===== src/rtl/uart_matrix_host.sv =====
// Host-side UART endpoint for the matrix-multiply accelerator.
// Streams 2*MAT_DIM^2 operand bytes out 8N1, kicks the accelerator, then
// collects MAT_DIM^2 result bytes and presents them as an indexed stream.
module uart_matrix_host #(
  parameter int CLKS_PER_BIT   = 16,
  parameter int MAT_DIM        = 8,
  parameter int TIMEOUT_CYCLES = 1_000_000
) (
  input  logic       clk,
  input  logic       reset,
  input  logic       start,
  output logic       src_rd,
  output logic [8:0] src_addr,
  input  logic [7:0] src_data,
  output logic       tx_serial,
  output logic       dut_start,
  input  logic       rx_serial,
  output logic       res_valid,
  output logic [7:0] res_data,
  output logic [7:0] res_index,
  output logic       busy,
  output logic       done,
  output logic       err_timeout,
  output logic       err_frame
);

  localparam int TX_BYTES = 2 * MAT_DIM * MAT_DIM;
  localparam int RX_BYTES = MAT_DIM * MAT_DIM;
  localparam int BCW      = $clog2(CLKS_PER_BIT);
  localparam int TOW      = $clog2(TIMEOUT_CYCLES + 1);

  localparam logic [BCW-1:0] BIT_LAST  = BCW'(CLKS_PER_BIT - 1);
  localparam logic [BCW-1:0] HALF_LAST = BCW'(CLKS_PER_BIT / 2 - 1);
  localparam logic [8:0]     TX_LAST   = 9'(TX_BYTES - 1);
  localparam logic [8:0]     RX_TOTAL  = 9'(RX_BYTES);
  localparam logic [TOW-1:0] TO_LAST   = TOW'(TIMEOUT_CYCLES - 1);
  localparam logic [TOW-1:0] TO_MAX    = '1;

  typedef enum logic [2:0] {
    S_IDLE, S_FETCH, S_WAIT, S_SEND, S_KICK, S_RECV, S_DONE
  } state_t;

  typedef enum logic [1:0] {
    R_IDLE, R_START, R_DATA, R_STOP
  } rx_state_t;

  state_t    state_reg, state_next;
  rx_state_t rx_state_reg, rx_state_next;

  // transmit datapath
  logic [8:0]     tx_count_reg;
  logic [9:0]     tx_frame_reg;
  logic [BCW-1:0] tx_clk_reg;
  logic [3:0]     tx_bit_reg;

  // receive datapath
  logic           rx_meta_reg, rx_sync_reg, rx_prev_reg;
  logic [BCW-1:0] rx_clk_reg;
  logic [2:0]     rx_bit_reg;
  logic [7:0]     rx_shift_reg;
  logic [8:0]     rx_count_reg;
  logic [TOW-1:0] tmo_reg;

  logic       res_valid_reg;
  logic [7:0] res_data_reg;
  logic [7:0] res_index_reg;
  logic       err_timeout_reg, err_frame_reg;

  logic tx_bit_done, tx_frame_done, in_recv;
  logic rx_half, rx_full, byte_ok, byte_bad, timed_out;

  assign tx_bit_done   = (tx_clk_reg == BIT_LAST);
  assign tx_frame_done = tx_bit_done && (tx_bit_reg == 4'd9);
  assign in_recv       = (state_reg == S_RECV);
  assign rx_half       = (rx_clk_reg == HALF_LAST);
  assign rx_full       = (rx_clk_reg == BIT_LAST);
  assign byte_ok       = in_recv && (rx_state_reg == R_STOP) && rx_full && rx_sync_reg;
  assign byte_bad      = in_recv && (rx_state_reg == R_STOP) && rx_full && !rx_sync_reg;
  assign timed_out     = in_recv && (tmo_reg >= TO_LAST);

  assign res_valid   = res_valid_reg;
  assign res_data    = res_data_reg;
  assign res_index   = res_index_reg;
  assign err_timeout = err_timeout_reg;
  assign err_frame   = err_frame_reg;

  // Main FSM state register
  always_ff @(posedge clk) begin
    if (reset) state_reg <= S_IDLE;
    else       state_reg <= state_next;
  end

  // Main FSM next state and state-decoded outputs
  always_comb begin
    state_next = state_reg;
    src_rd     = 1'b0;
    src_addr   = tx_count_reg;
    tx_serial  = 1'b1;
    dut_start  = 1'b0;
    busy       = 1'b1;
    done       = 1'b0;
    case (state_reg)
      S_IDLE: begin
        busy = 1'b0;
        if (start) state_next = S_FETCH;
      end
      S_FETCH: begin
        src_rd     = 1'b1;
        state_next = S_WAIT;
      end
      S_WAIT: state_next = S_SEND;
      S_SEND: begin
        tx_serial = tx_frame_reg[0];
        if (tx_frame_done) state_next = (tx_count_reg == TX_LAST) ? S_KICK : S_FETCH;
      end
      S_KICK: begin
        dut_start  = 1'b1;
        state_next = S_RECV;
      end
      S_RECV: begin
        if ((rx_count_reg == RX_TOTAL) || timed_out) state_next = S_DONE;
      end
      S_DONE: begin
        busy       = 1'b0;
        done       = 1'b1;
        state_next = S_IDLE;
      end
      default: state_next = S_IDLE;
    endcase
  end

  // Transmit shifter: frame is {stop, data, start}, shifted out LSB first
  always_ff @(posedge clk) begin
    if (reset) begin
      tx_count_reg <= '0;
      tx_frame_reg <= '1;
      tx_clk_reg   <= '0;
      tx_bit_reg   <= '0;
    end else begin
      case (state_reg)
        S_IDLE: if (start) tx_count_reg <= '0;
        S_WAIT: begin
          tx_frame_reg <= {1'b1, src_data, 1'b0};
          tx_clk_reg   <= '0;
          tx_bit_reg   <= '0;
        end
        S_SEND: begin
          if (tx_bit_done) begin
            tx_clk_reg   <= '0;
            tx_frame_reg <= {1'b1, tx_frame_reg[9:1]};
            tx_bit_reg   <= tx_bit_reg + 4'd1;
            if (tx_frame_done && (tx_count_reg != TX_LAST))
              tx_count_reg <= tx_count_reg + 9'd1;
          end else begin
            tx_clk_reg <= tx_clk_reg + BCW'(1);
          end
        end
        default: ;
      endcase
    end
  end

  // Two-flop synchroniser plus previous-sample register for edge detection
  always_ff @(posedge clk) begin
    if (reset) begin
      rx_meta_reg <= 1'b1;
      rx_sync_reg <= 1'b1;
      rx_prev_reg <= 1'b1;
    end else begin
      rx_meta_reg <= rx_serial;
      rx_sync_reg <= rx_meta_reg;
      rx_prev_reg <= rx_sync_reg;
    end
  end

  // Receiver FSM state register
  always_ff @(posedge clk) begin
    if (reset) rx_state_reg <= R_IDLE;
    else       rx_state_reg <= rx_state_next;
  end

  // Receiver FSM next state; held idle outside RECV so stray edges are ignored
  always_comb begin
    rx_state_next = rx_state_reg;
    if (!in_recv) begin
      rx_state_next = R_IDLE;
    end else begin
      case (rx_state_reg)
        R_IDLE:  if (rx_prev_reg && !rx_sync_reg) rx_state_next = R_START;
        R_START: if (rx_half) rx_state_next = rx_sync_reg ? R_IDLE : R_DATA;
        R_DATA:  if (rx_full && (rx_bit_reg == 3'd7)) rx_state_next = R_STOP;
        R_STOP:  if (rx_full) rx_state_next = R_IDLE;
        default: rx_state_next = R_IDLE;
      endcase
    end
  end

  // Receiver bit timing, result capture, byte counter, timeout and error flags
  always_ff @(posedge clk) begin
    if (reset) begin
      rx_clk_reg      <= '0;
      rx_bit_reg      <= '0;
      rx_shift_reg    <= '0;
      rx_count_reg    <= '0;
      tmo_reg         <= '0;
      res_valid_reg   <= 1'b0;
      res_data_reg    <= '0;
      res_index_reg   <= '0;
      err_timeout_reg <= 1'b0;
      err_frame_reg   <= 1'b0;
    end else begin
      res_valid_reg <= 1'b0;
      if ((state_reg == S_IDLE) && start) begin
        err_timeout_reg <= 1'b0;
        err_frame_reg   <= 1'b0;
      end
      if (state_reg == S_KICK) begin
        rx_count_reg <= '0;
        tmo_reg      <= '0;
      end else if (in_recv) begin
        if (byte_ok)              tmo_reg <= '0;
        else if (tmo_reg != TO_MAX) tmo_reg <= tmo_reg + TOW'(1);
        if (timed_out) err_timeout_reg <= 1'b1;
      end
      case (rx_state_reg)
        R_IDLE: begin
          rx_clk_reg <= '0;
          rx_bit_reg <= '0;
        end
        R_START: begin
          // after the half-bit re-sample, later samples land mid-bit
          rx_clk_reg <= rx_half ? '0 : rx_clk_reg + BCW'(1);
          rx_bit_reg <= '0;
        end
        R_DATA: begin
          if (rx_full) begin
            rx_clk_reg   <= '0;
            rx_shift_reg <= {rx_sync_reg, rx_shift_reg[7:1]};
            rx_bit_reg   <= rx_bit_reg + 3'd1;
          end else begin
            rx_clk_reg <= rx_clk_reg + BCW'(1);
          end
        end
        R_STOP: rx_clk_reg <= rx_full ? '0 : rx_clk_reg + BCW'(1);
        default: rx_clk_reg <= '0;
      endcase
      if (byte_ok) begin
        res_valid_reg <= 1'b1;
        res_data_reg  <= rx_shift_reg;
        res_index_reg <= rx_count_reg[7:0];
        rx_count_reg  <= rx_count_reg + 9'd1;
      end
      if (byte_bad) err_frame_reg <= 1'b1;
    end
  end

endmodule


===== config.mk =====
export PLATFORM = sky130hd
export DESIGN_NAME = uart_matrix_host
export DESIGN_NICKNAME = d
export VERILOG_FILES = /design/src/rtl/uart_matrix_host.sv
export SDC_FILE = /design/constraint.sdc
export NUM_CORES = 1
export LEC_CHECK = 0
export ABC_AREA = 1
export BUFFER_PORTS_ARGS = -buffer_cell sky130_fd_sc_hd__buf_2
export CORE_MARGIN = 4
export CORE_UTILIZATION = 41
export DETAILED_ROUTE_END_ITERATION = 16
export SYNTH_ARGS = -nofsm -noshare
export SYNTH_HDL_FRONTEND = slang
export SYNTH_SLANG_ARGS = --single-unit

===== constraint.sdc =====
create_clock -name clk -period 3.37 [get_ports clk]
set_clock_uncertainty 0.2 [all_clocks]
set_input_delay 0.1685 -clock clk [delete_from_list [all_inputs] [get_ports clk]]
set_output_delay 0.1685 -clock clk [all_outputs]
set_load 0.02 [all_outputs]

==> flow_metrics.tcl, run 1 <==
set metrics [dict create \
    result_of_the_run "finished, final reports clean" \
    synthesis.yosys.warnings 0 \
    pwr_density_cell_nw_per_um2 442 \
    hold-path-endpoint "tx_frame_reg[6]" \
    grt_max_degree 38 \
    grt_setup_unrepaired "false" \
    initial_core_util_pct 42.1 \
    track_usage_pct 17.4 \
    total_power_mw 2.42 \
    wl_per_cell_um 12.7 \
    die-width_um 117 \
    min_path_cells 3 \
    clock-root-buffer "sky130_fd_sc_hd__clkbuf_16" \
    routed_wirelength_um 11200 \
    die_area_sq_um 13600 \
    timing.final.setup_violations 0 \
    drt_iter0_markers 247 \
    grt_first_pass_wirelength_um 19100 \
    hold_viol_final 0 \
    yosys.cell_count.top_type "sky130_fd_sc_hd__nand2_1" \
    cp_top_family "simple AND/OR/NAND/NOR gates" \
    antenna_violations_before_repair 0 \
    hold_class "input pin to register" \
    post-place-ws_ns 1.11 \
    drive_gt1_share_pct 13.9 \
    regToRegSetupSlack_ns 1.06 \
    gp_routability_congestion 0.892 \
    hpwl_after_dpl_um 7840 \
    crit_path_max_fanout 16 \
    post_cts.repair.setup_buffers 0 \
    regToRegStartpoint "tmo_reg[0]" \
    yosys-top-cells-area "sky130_fd_sc_hd__dfxtp_1 (40%), sky130_fd_sc_hd__nand2_1 (13%), sky130_fd_sc_hd__nor2_1 (8.2%), sky130_fd_sc_hd__a21oi_1 (4.8%), sky130_fd_sc_hd__inv_1 (4.7%)" \
    cp_common_cell "sky130_fd_sc_hd__inv_2" \
    detail_routed_via_count_per_cell 5.06 \
    gr-total-overflow 0 \
    crit-reg2reg-capture "tmo_reg[0]" \
    finalNetCount 751 \
    netlist.area_leader.share_pct 40.2 \
    timing.critical_path.to_type "primary output" \
    synth_seq_cells 97 \
    max_freq_ghz 0.423 \
    register_area_sq_um 1940 \
    rr_worst_depth 10 \
    largest_register_ffs 20 \
    synth-main-ff-cell "sky130_fd_sc_hd__dfxtp_1" \
    floorplan.io_pins 45 \
    worst_setup_path_startpoint "state_reg[2]" \
    synth_nets 709 \
    num-fill-cells 1167 \
    area_growth_pct 13.3 \
    avgSynthCellArea_sq_um 7.03 \
    layout_min_cycle_time_ns 2.36 \
    diodes 0 \
    synth_cell_type_count 37 \
    vias 4435 \
    hold_path_startpoint "src_data[5]" \
    worst_setup_hold_path_clk_slew_ns 0.07 \
    port_buffers 44 \
    async_flop_share_pct 0 \
    startpoint_type "register" \
    synth_largest_area_cell "sky130_fd_sc_hd__dfxtp_1" \
    slowest_stage "sky130_fd_sc_hd__dfxtp_1" \
    final_core_util_pct 47.7 \
    cellLeakagePower_nw 2.22 \
    worst_ir_drop_vdd_mv 0.299 \
    cts-buffers-inserted 9 \
    worst_slew_margin_rel_pct 37.2 \
    ys_seq_area_share_pct 40.2 \
    synth_commonest_cells "sky130_fd_sc_hd__nand2_1 (171), sky130_fd_sc_hd__nor2_1 (106), sky130_fd_sc_hd__dfxtp_1 (97)" \
    synth_edf_count 0 \
    clock_sinks 97 \
    multiInputGateArea_sq_um 2520 \
    crit_chain "inv_2, nand2_2, nor2_4, inv_2, or2_2, buf_2" \
    worst-endpoint-arrival_ns 2.00 \
    worst_path_largest_cell_delay_ns 0.33 \
    synthCells 687 \
    die_h_um 117 \
    layout_worst_path_cycle_share_pct 70.2 \
    worst-slew-pin-transition_ns 0.936 \
    worst_skew_pair.late_latency_ns 0.35 \
    cts-htree-levels 3 \
    design.core.area_sq_um 11500 \
    drtAntennaViolNets 0 \
    synth_area_sq_um 4830 \
    timing.max_cap.violations 0 \
    drc 0 \
    maxSlewViolCount 0 \
    fin_ws_ns 1.01 \
    cts_tree "done" \
    floorplan.rows 39 \
    firstDrtPassIters 5 \
    worstSetupPathType "register to primary output" \
    timing.critical_path.buf_inv 3 \
    ctsLongestPathBuffers 2 \
    grt_pass1_vias 4154 \
    totalNegativeSetupSlack_ns 0 \
    required_worst_endpoint_ns 3.00 \
]
-- what timing repair did --
| item | 4_1_cts | 5_1_grt |
|---|---|---|
| hold buffers | 5 | 0 |
| resized for setup | 0 | 0 |
| endpoints found under the hold margin | 5 | 0 |
-- routing by layer --
| layer | track usage, % | routed length (um) |
|---|---|---|
| met5 | 0 | 0 |
| met4 | 7.12 | 195 |
| met3 | 3.16 | 420 |
| met2 | 27.5 | 5140 |
| met1 | 23.4 | 5410 |
-- worst max path at each step --
stage,end,depth (start not counted)
finish,tx_serial,6
global route,rx_count_reg[7],8
CTS,tx_serial,6
detailed placement,rx_count_reg[7],8
global placement,tmo_reg[19],10
floorplan,tmo_reg[13],11
-- stage by stage --
stage               cell area [sq um]  instances  hold WS (ns)
floorplan                        4830        687        0.0723
global placement                 5130        856         0.154
detailed placement               5130        856         0.155
CTS                              5470        877       0.00686
global route                     5470        877        0.0347
finish                           5470        877        0.0138
-- cell usage in the layout, fill, tap and decap left out, drive strengths merged, types with 5 or more instances in the layout --
cell type    netlist  routed
nand2            179     179
nor2             112     112
dfxtp             97      97
inv               66      66
a21oi             54      54
nand3             53      53
buf               11      46
o21ai             36      36
xor2              14      14
clkbuf             9      13
nand4             11      11
nor3              10      10
ha                10      10
o311ai             7       7
dlygate4sd3        0       5
-- power breakdown --
part | switching, mW | internal (mW) | total, mW
clock network | 0.452 | 0.563 | 1.02
registers | 0.0217 | 1.17 | 1.20
logic | 0.145 | 0.0631 | 0.208
-- final cells by class --
| type | instances | area share, % |
|---|---|---|
| repair buffers | 51 | 5.21 |
| clock buffers | 13 | 4.94 |
| well taps | 143 | 3.27 |
| flip-flops and latches | 97 | 35.5 |
| clock inverters | 3 | 0.434 |
| inverters | 67 | 4.69 |
| multi-input cells | 503 | 46.0 |
-- cell families (layout without fill, tap and decap cells) --
group	Yosys count	after routing	synth area share (%)
DFF	97	97	40.2
adders and majority gates	10	10	2.59
and+or+nand+nor	372	372	34.2
buffers and inverters	87	134	7.67
xor gates and xnor gates	17	17	3.08
AOI/OAI and AO/OA	104	104	12.3
-- worst register-to-register path, stage by stage, from the launching register on --
cell and delay [ns]:
sky130_fd_sc_hd__dfxtp_1 0.42, sky130_fd_sc_hd__ha_1 0.33, sky130_fd_sc_hd__nand2_2 0.11, sky130_fd_sc_hd__nor2_4 0.14, sky130_fd_sc_hd__nand2_2 0.10, sky130_fd_sc_hd__nor2_4 0.14, sky130_fd_sc_hd__nand3_2 0.11, sky130_fd_sc_hd__nand2_4 0.26
sky130_fd_sc_hd__inv_6 0.15, sky130_fd_sc_hd__o21ai_0 0.18, sky130_fd_sc_hd__nor2_1 0.05
Note: power is estimated with default switching activity, not from simulation.
==> run 2, diff against run 1 <==
--- a/config.mk
+++ b/config.mk
@@ -5,7 +5,7 @@
 export SDC_FILE = /design/constraint.sdc
 export NUM_CORES = 1
 export LEC_CHECK = 0
-export ABC_AREA = 1
+export ABC_AREA = 0
 export BUFFER_PORTS_ARGS = -buffer_cell sky130_fd_sc_hd__buf_2
 export CORE_MARGIN = 4
 export CORE_UTILIZATION = 41
==> constraint.sdc (replaced) <==
create_clock -name clk -period 2.1 [get_ports clk]
set_clock_uncertainty 0.2 [all_clocks]
set_input_delay 0.105 -clock clk [delete_from_list [all_inputs] [get_ports clk]]
set_output_delay 0.105 -clock clk [all_outputs]
set_load 0.02 [all_outputs]
==> run 2 against run 1 <==
Effect of this change:
- sequential power is 58% higher
- synthesized cell count is 21% lower
- largest cell class unchanged
- routed wire length is 5.2% lower
- critical path type is now register to register
==> flow_metrics.tcl, run 2 <==
set metrics [dict create \
    crit_chain "ha_4, nand4b_1, or3_4, and4_4, or4_4, a21oi_1" \
    timing.critical_path.to_type "register" \
    synth_cell_type_count 53 \
    slowest_stage "sky130_fd_sc_hd__or4_4" \
    totalNegativeSetupSlack_ns 0 \
    netlist.area_leader.share_pct 43.5 \
    firstDrtPassIters 4 \
    timing.max_cap.violations 0 \
    synth_commonest_cells "sky130_fd_sc_hd__dfxtp_1 (97), sky130_fd_sc_hd__nand2_1 (77), sky130_fd_sc_hd__a21oi_1 (70)" \
    required_worst_endpoint_ns 2.19 \
    clock-root-buffer "sky130_fd_sc_hd__clkbuf_8" \
    detail_routed_via_count_per_cell 5.40 \
    worst_slew_margin_rel_pct 71.4 \
    final_common_cell "sky130_fd_sc_hd__dfxtp_1" \
    die_h_um 112 \
    pwr_density_cell_nw_per_um2 592 \
    hpwl_after_dpl_um 7100 \
    max_freq_ghz 0.487 \
    design.core.area_sq_um 10500 \
    synth_area_sq_um 4460 \
    startpoint_type "register" \
    grt_first_pass_wirelength_um 18200 \
    crit_path_max_fanout 6 \
    post-route-cell-area_sq_um 5570 \
    wl_per_cell_um 13.8 \
    ctsLongestPathBuffers 2 \
    most-common-layout-cells "sky130_fd_sc_hd__dfxtp_1 (89), sky130_fd_sc_hd__nand2_1 (76), sky130_fd_sc_hd__a21oi_1 (65)" \
    largest_register_ffs 20 \
    floorplan.io_pins 45 \
    timing.final.setup_violations 0 \
    share_comb_of_total_power_pct 7.6 \
    die-width_um 112 \
    combinational_family_with_the_most_area_after_synthesis "simple AND/OR/NAND/NOR gates" \
    worst-slew-pin-transition_ns 0.427 \
    yosys.cell_count.top_type "sky130_fd_sc_hd__dfxtp_1" \
    synth_largest_area_cell "sky130_fd_sc_hd__dfxtp_1" \
    grt_max_degree 33 \
    finalNetCount 647 \
    place_inst 735 \
    power_switching_share_pct 26.5 \
    synth-main-ff-cell "sky130_fd_sc_hd__dfxtp_1" \
    cellLeakagePower_nw 2.11 \
    track_usage_pct 16.8 \
    worst_skew_pair.late_latency_ns 0.36 \
    initial_core_util_pct 42.6 \
    layout_worst_path_cycle_share_pct 97.7 \
    diodes 0 \
    antenna_violations_before_repair 0 \
    layoutNonFillerInstCount 766 \
    clkPwrFrac_pct 35.1 \
    gp_routability_congestion 0.821 \
    regToRegSetupSlack_ns 0.05 \
    drive_gt1_share_pct 24.4 \
    seqPwrFrac_pct 57.2 \
    layout_min_cycle_time_ns 2.05 \
    clock_sinks 97 \
    worst-endpoint-arrival_ns 2.14 \
    worstSetupPathType "register to register" \
    regToRegStartpoint "rx_clk_reg[0]" \
    port_buffers 44 \
    synth_edf_count 0 \
    die_area_sq_um 12600 \
    yosys-top-cells-area "sky130_fd_sc_hd__dfxtp_1 (44%), sky130_fd_sc_hd__a21oi_1 (7.9%), sky130_fd_sc_hd__nand2_1 (6.5%), sky130_fd_sc_hd__nor2_1 (3.7%), sky130_fd_sc_hd__ha_1 (2.8%)" \
    cts-htree-levels 3 \
    synth_seq_cells 97 \
    avgSynthCellArea_sq_um 8.24 \
    total_switching_power_mw 0.872 \
    worst_path_largest_cell_delay_ns 0.47 \
    crit-reg2reg-capture "tmo_reg[17]" \
    timing.critical_path.buf_inv 0 \
    synthesis.yosys.warnings 0 \
    yosys.area_share.adder_pct 2.81 \
    async_flop_share_pct 0 \
    routed_wirelength_um 10600 \
    gr-total-overflow 0 \
    worst_ir_drop_vdd_mv 0.308 \
    maxSlewViolCount 0 \
    result_of_the_run "finished, final reports clean" \
    cellInternalPower_mw 2.42 \
    worst-path-stages 6 \
    drtAntennaViolNets 0 \
    drt_iter0_markers 162 \
    hold_class "register to register" \
    final_core_util_pct 53.3 \
    dpl_cell_area_sq_um 5130 \
    synth_simple_gate_area_share_pct 26.3 \
    synth_nets 563 \
    worst_setup_path_startpoint "rx_clk_reg[0]" \
    synthCells 541 \
    area_growth_pct 24.9 \
    cts_tree "done" \
    rr_worst_depth 6 \
    hold_viol_final 0 \
    cp_top_family "simple AND/OR/NAND/NOR gates" \
    floorplan.rows 37 \
    yosys-mux-area-fraction_pct 1.12 \
    total_power_mw 3.30 \
    synth-compound-area-share_pct 19.0 \
    drc 0 \
    grt_pass1_vias 3953 \
    ys_seq_area_share_pct 43.5 \
    worst_setup_hold_path_clk_slew_ns 0.10 \
    synth_xor_xnor_area_share_pct 2.75 \
    cts-buffers-inserted 9 \
    worst_setup_path_endpoint "tmo_reg[17]" \
    vias 4135 \
    grt_setup_unrepaired "true" \
]
## run 2: changes by cell type after synthesis, sizes merged, moves of 9 or more
cell    delta
a21oi     +16
and3       +9
clkbuf    +19
inv       -54
nand2    -102
nand3     -28
nor2      -68
o21ai     -18
o31ai     +13
or4       +16
## run 2: what timing repair did
action,4_1_cts,5_1_grt
cloned,2,0
setup endpoints to repair,5,37
gates resized for setup,2,28
pin swaps,1,12
hold buffers,11,0
endpoints found under the hold margin,14,0
setup buffers,0,2
## run 2: kinds of logic after synthesis
group,count (synthesis)
AND/OR/NAND/NOR,233
buffers and inverters,47
flip-flops,97
XOR/XNOR,14
AO/OA/AOI/OAI,135
multiplexers,5
adder cells (fa/ha/maj),10
## run 2: how the worst min path moves through the flow
stage / from / cells past startpoint / to
after floorplan: rx_serial / 1 / rx_meta_reg
after global routing: rx_meta_reg / 1 / rx_sync_reg
after global placement: rx_serial / 2 / rx_meta_reg
after CTS: rx_serial / 3 / rx_meta_reg
after detailed placement: rx_serial / 2 / rx_meta_reg
final: rx_meta_reg / 1 / rx_sync_reg
## run 2: layer usage
layer	vias to the layer above	global-route usage [%]	share of wire [%]
met2	70	27.5	47
met5	-	0	0
met1	1927	22.3	48
li1	2126	-	-
met3	12	4.26	3.4
met4	0	4.41	1.3
## run 2: layout make-up
| cell class | instances | area, sq um |
|---|---|---|
| Fill cell | 1029 | 4890 |
| Multi-Input combinational cell | 399 | 2480 |
| Timing Repair Buffer | 106 | 733 |
| Clock buffer | 9 | 124 |
| Sequential cell | 97 | 1950 |
| Clock inverter | 7 | 62.6 |
| Tap cell | 136 | 170 |
| Inverter | 12 | 45.0 |
## run 2: stage by stage
stage / hold WS, ns / setup slack (ns)
after floorplan: 0.00881 / -0.179
after global placement: 0.0961 / 0.0143
after detailed placement: 0.0962 / -0.0525
after CTS: 0.232 / 0.00132
after global routing: 0.262 / -0.0106
final: 0.245 / 0.0481
## run 2: power by group through the flow
stage | sequential [mW] | combinational (mW) | clock [mW]
final | 1.89 | 0.251 | 1.16
after global placement | 1.93 | 0.229 | 0
after floorplan | 1.93 | 0.143 | 0
after global routing | 1.89 | 0.283 | 1.28
after CTS | 1.89 | 0.247 | 1.21
after detailed placement | 1.93 | 0.231 | 0
==> run 3, diff against run 2 <==
--- a/config.mk
+++ b/config.mk
@@ -10,6 +10,7 @@
 export CORE_MARGIN = 4
 export CORE_UTILIZATION = 41
 export DETAILED_ROUTE_END_ITERATION = 16
+export PLACE_DENSITY = 0.71
 export SYNTH_ARGS = -nofsm -noshare
 export SYNTH_HDL_FRONTEND = slang
 export SYNTH_SLANG_ARGS = --single-unit
==> run 3 against run 2 <==
Effect of this change:
- the run now ends with negative setup slack left
- global-route usage grew 0.20 points
- sequential power about the same
- first-iteration DRC count up 64%
- critical path depth is the same
- sequential share of layout area shrank 0.51 points
- critical endpoint is now tmo_reg[9]
- largest power group unchanged
==> flow_metrics.tcl, run 3 (synthesis results as in run 2) <==
set metrics [dict create \
    cellLeakagePower_nw 2.14 \
    drive_gt1_share_pct 24.8 \
    detail_routed_via_count_per_cell 5.51 \
    post-route-cell-area_sq_um 5650 \
    initial_core_util_pct 42.6 \
    worst_path_largest_cell_delay_ns 0.49 \
    vias 4209 \
    floorplan.io_pins 45 \
    track_usage_pct 17.0 \
    worstSetupPathType "register to register" \
    grt_pass1_vias 3963 \
    required_worst_endpoint_ns 2.22 \
    total_power_mw 3.62 \
    most-common-layout-cells "sky130_fd_sc_hd__dfxtp_1 (90), sky130_fd_sc_hd__nand2_1 (77), sky130_fd_sc_hd__a21oi_1 (61)" \
    result_of_the_run "finished, violations left" \
    routed_wirelength_um 10800 \
    maxSlewViolCount 0 \
    worst_setup_path_startpoint "rx_clk_reg[0]" \
    worst_setup_hold_path_clk_slew_ns 0.10 \
    grt_first_pass_wirelength_um 18200 \
    violated_checks "negative setup slack" \
    finalNetCount 645 \
    area_growth_pct 26.7 \
    hold_viol_final 0 \
    timing.final.setup_violations 2 \
    pwr_density_cell_nw_per_um2 640 \
    antenna_violations_before_repair 0 \
    hold_path_startpoint "rx_meta_reg" \
    slowest_stage "sky130_fd_sc_hd__or4_4" \
    worst_ir_drop_vdd_mv 0.517 \
    crit_chain "ha_4, nand4b_1, or3_4, and4_4, or4_4, a21oi_2" \
    diodes 0 \
    post-place-ws_ns -0.0443 \
    max_freq_ghz 0.462 \
    gr-total-overflow 0 \
    timing.max_cap.violations 0 \
    largest_register_ffs 20 \
    clock-root-buffer "sky130_fd_sc_hd__clkbuf_8" \
    cts-htree-levels 3 \
    grt_setup_unrepaired "true" \
    drt_iter0_markers 266 \
    crit_path_max_fanout 7 \
    worst-slew-pin-transition_ns 0.514 \
    worst-endpoint-arrival_ns 2.28 \
    fin_ws_ns -0.0627 \
    place_inst 733 \
    clock_sinks 97 \
    die_area_sq_um 12600 \
    wl_per_cell_um 14.2 \
    die_h_um 112 \
    port_buffers 44 \
    final_core_util_pct 54.0 \
    drc 0 \
    cts_tree "done" \
    firstDrtPassIters 5 \
    layout_min_cycle_time_ns 2.16 \
    drtAntennaViolNets 0 \
    grt_max_degree 52 \
    worst_skew_pair.late_latency_ns 0.38 \
    worst_slew_margin_rel_pct 65.7 \
    regToRegStartpoint "rx_clk_reg[0]" \
    hpwl_after_dpl_um 7080 \
    gp_routability_congestion 0.828 \
    floorplan.rows 37 \
    layoutNonFillerInstCount 764 \
    dpl_cell_area_sq_um 5130 \
    die-width_um 112 \
    hold_class "register to register" \
    startpoint_type "register" \
    ctsLongestPathBuffers 2 \
    final_common_cell "sky130_fd_sc_hd__dfxtp_1" \
    design.core.area_sq_um 10500 \
    timing.critical_path.to_type "register" \
    layout_worst_path_cycle_share_pct 103 \
    cts-buffers-inserted 9 \
]
[run 3: cell type report]
type	instances	area, sq um
Inverter	12	45.0
Tap cell	136	170
Clock buffer	10	128
Fill cell	948	4810
Sequential cell	97	1950
Timing Repair Buffer	104	734
Multi-Input combinational cell	399	2510
Clock inverter	6	113
[run 3: through the flow]
stage	TNS [ns]	hold WS (ns)
final	-0.0638	0.233
after CTS	-0.00246	0.224
after global routing	-0.905	0.237
after floorplan	-2.18	0.00881
after global placement	0	0.0987
after detailed placement	-0.167	0.0981
[run 3: timing repair]
item	in CTS	in global routing
setup endpoints to repair	6	35
hold buffers	11	0
cloned	2	0
pin swaps	2	17
hold endpoints to repair	13	0
resized for setup	3	36
buffers inserted	1	1
[run 3: final timing paths]
| kind | to | slack, ns | cells after the start |
|---|---|---|---|
| max | tmo_reg[9] | -0.06 | 6 |
| min | rx_sync_reg | 0.23 | 1 |
| max reg2reg | tmo_reg[9] | -0.06 | 6 |
| min reg2reg | rx_sync_reg | 0.23 | 1 |
[run 3: worst max-delay path: cells and delay by family (launching register included)]
kind | cells | cell delay [ns]
simple gates | 4 | 1.26
flops | 1 | 0.37
fa+ha+maj | 1 | 0.14
compound gates | 1 | 0.14
[run 3: metal layers]
| metal | up-vias | share of wire [%] | global-route usage (%) | wire (um) |
|---|---|---|---|---|
| met3 | 8 | 4.7 | 4.96 | 512 |
| met5 | - | 0 | 0 | 0 |
| met4 | 0 | 0.78 | 4.65 | 85 |
| met2 | 79 | 50 | 28.4 | 5430 |
| met1 | 1998 | 44 | 21.6 | 4810 |
| li1 | 2124 | - | - | - |
[run 3: power breakdown]
group / switching (mW) / leakage (nW) / internal [mW]
registers: 0.0180 / 0.787 / 1.87
clock network: 0.682 / 0.121 / 0.798
logic: 0.149 / 1.24 / 0.100
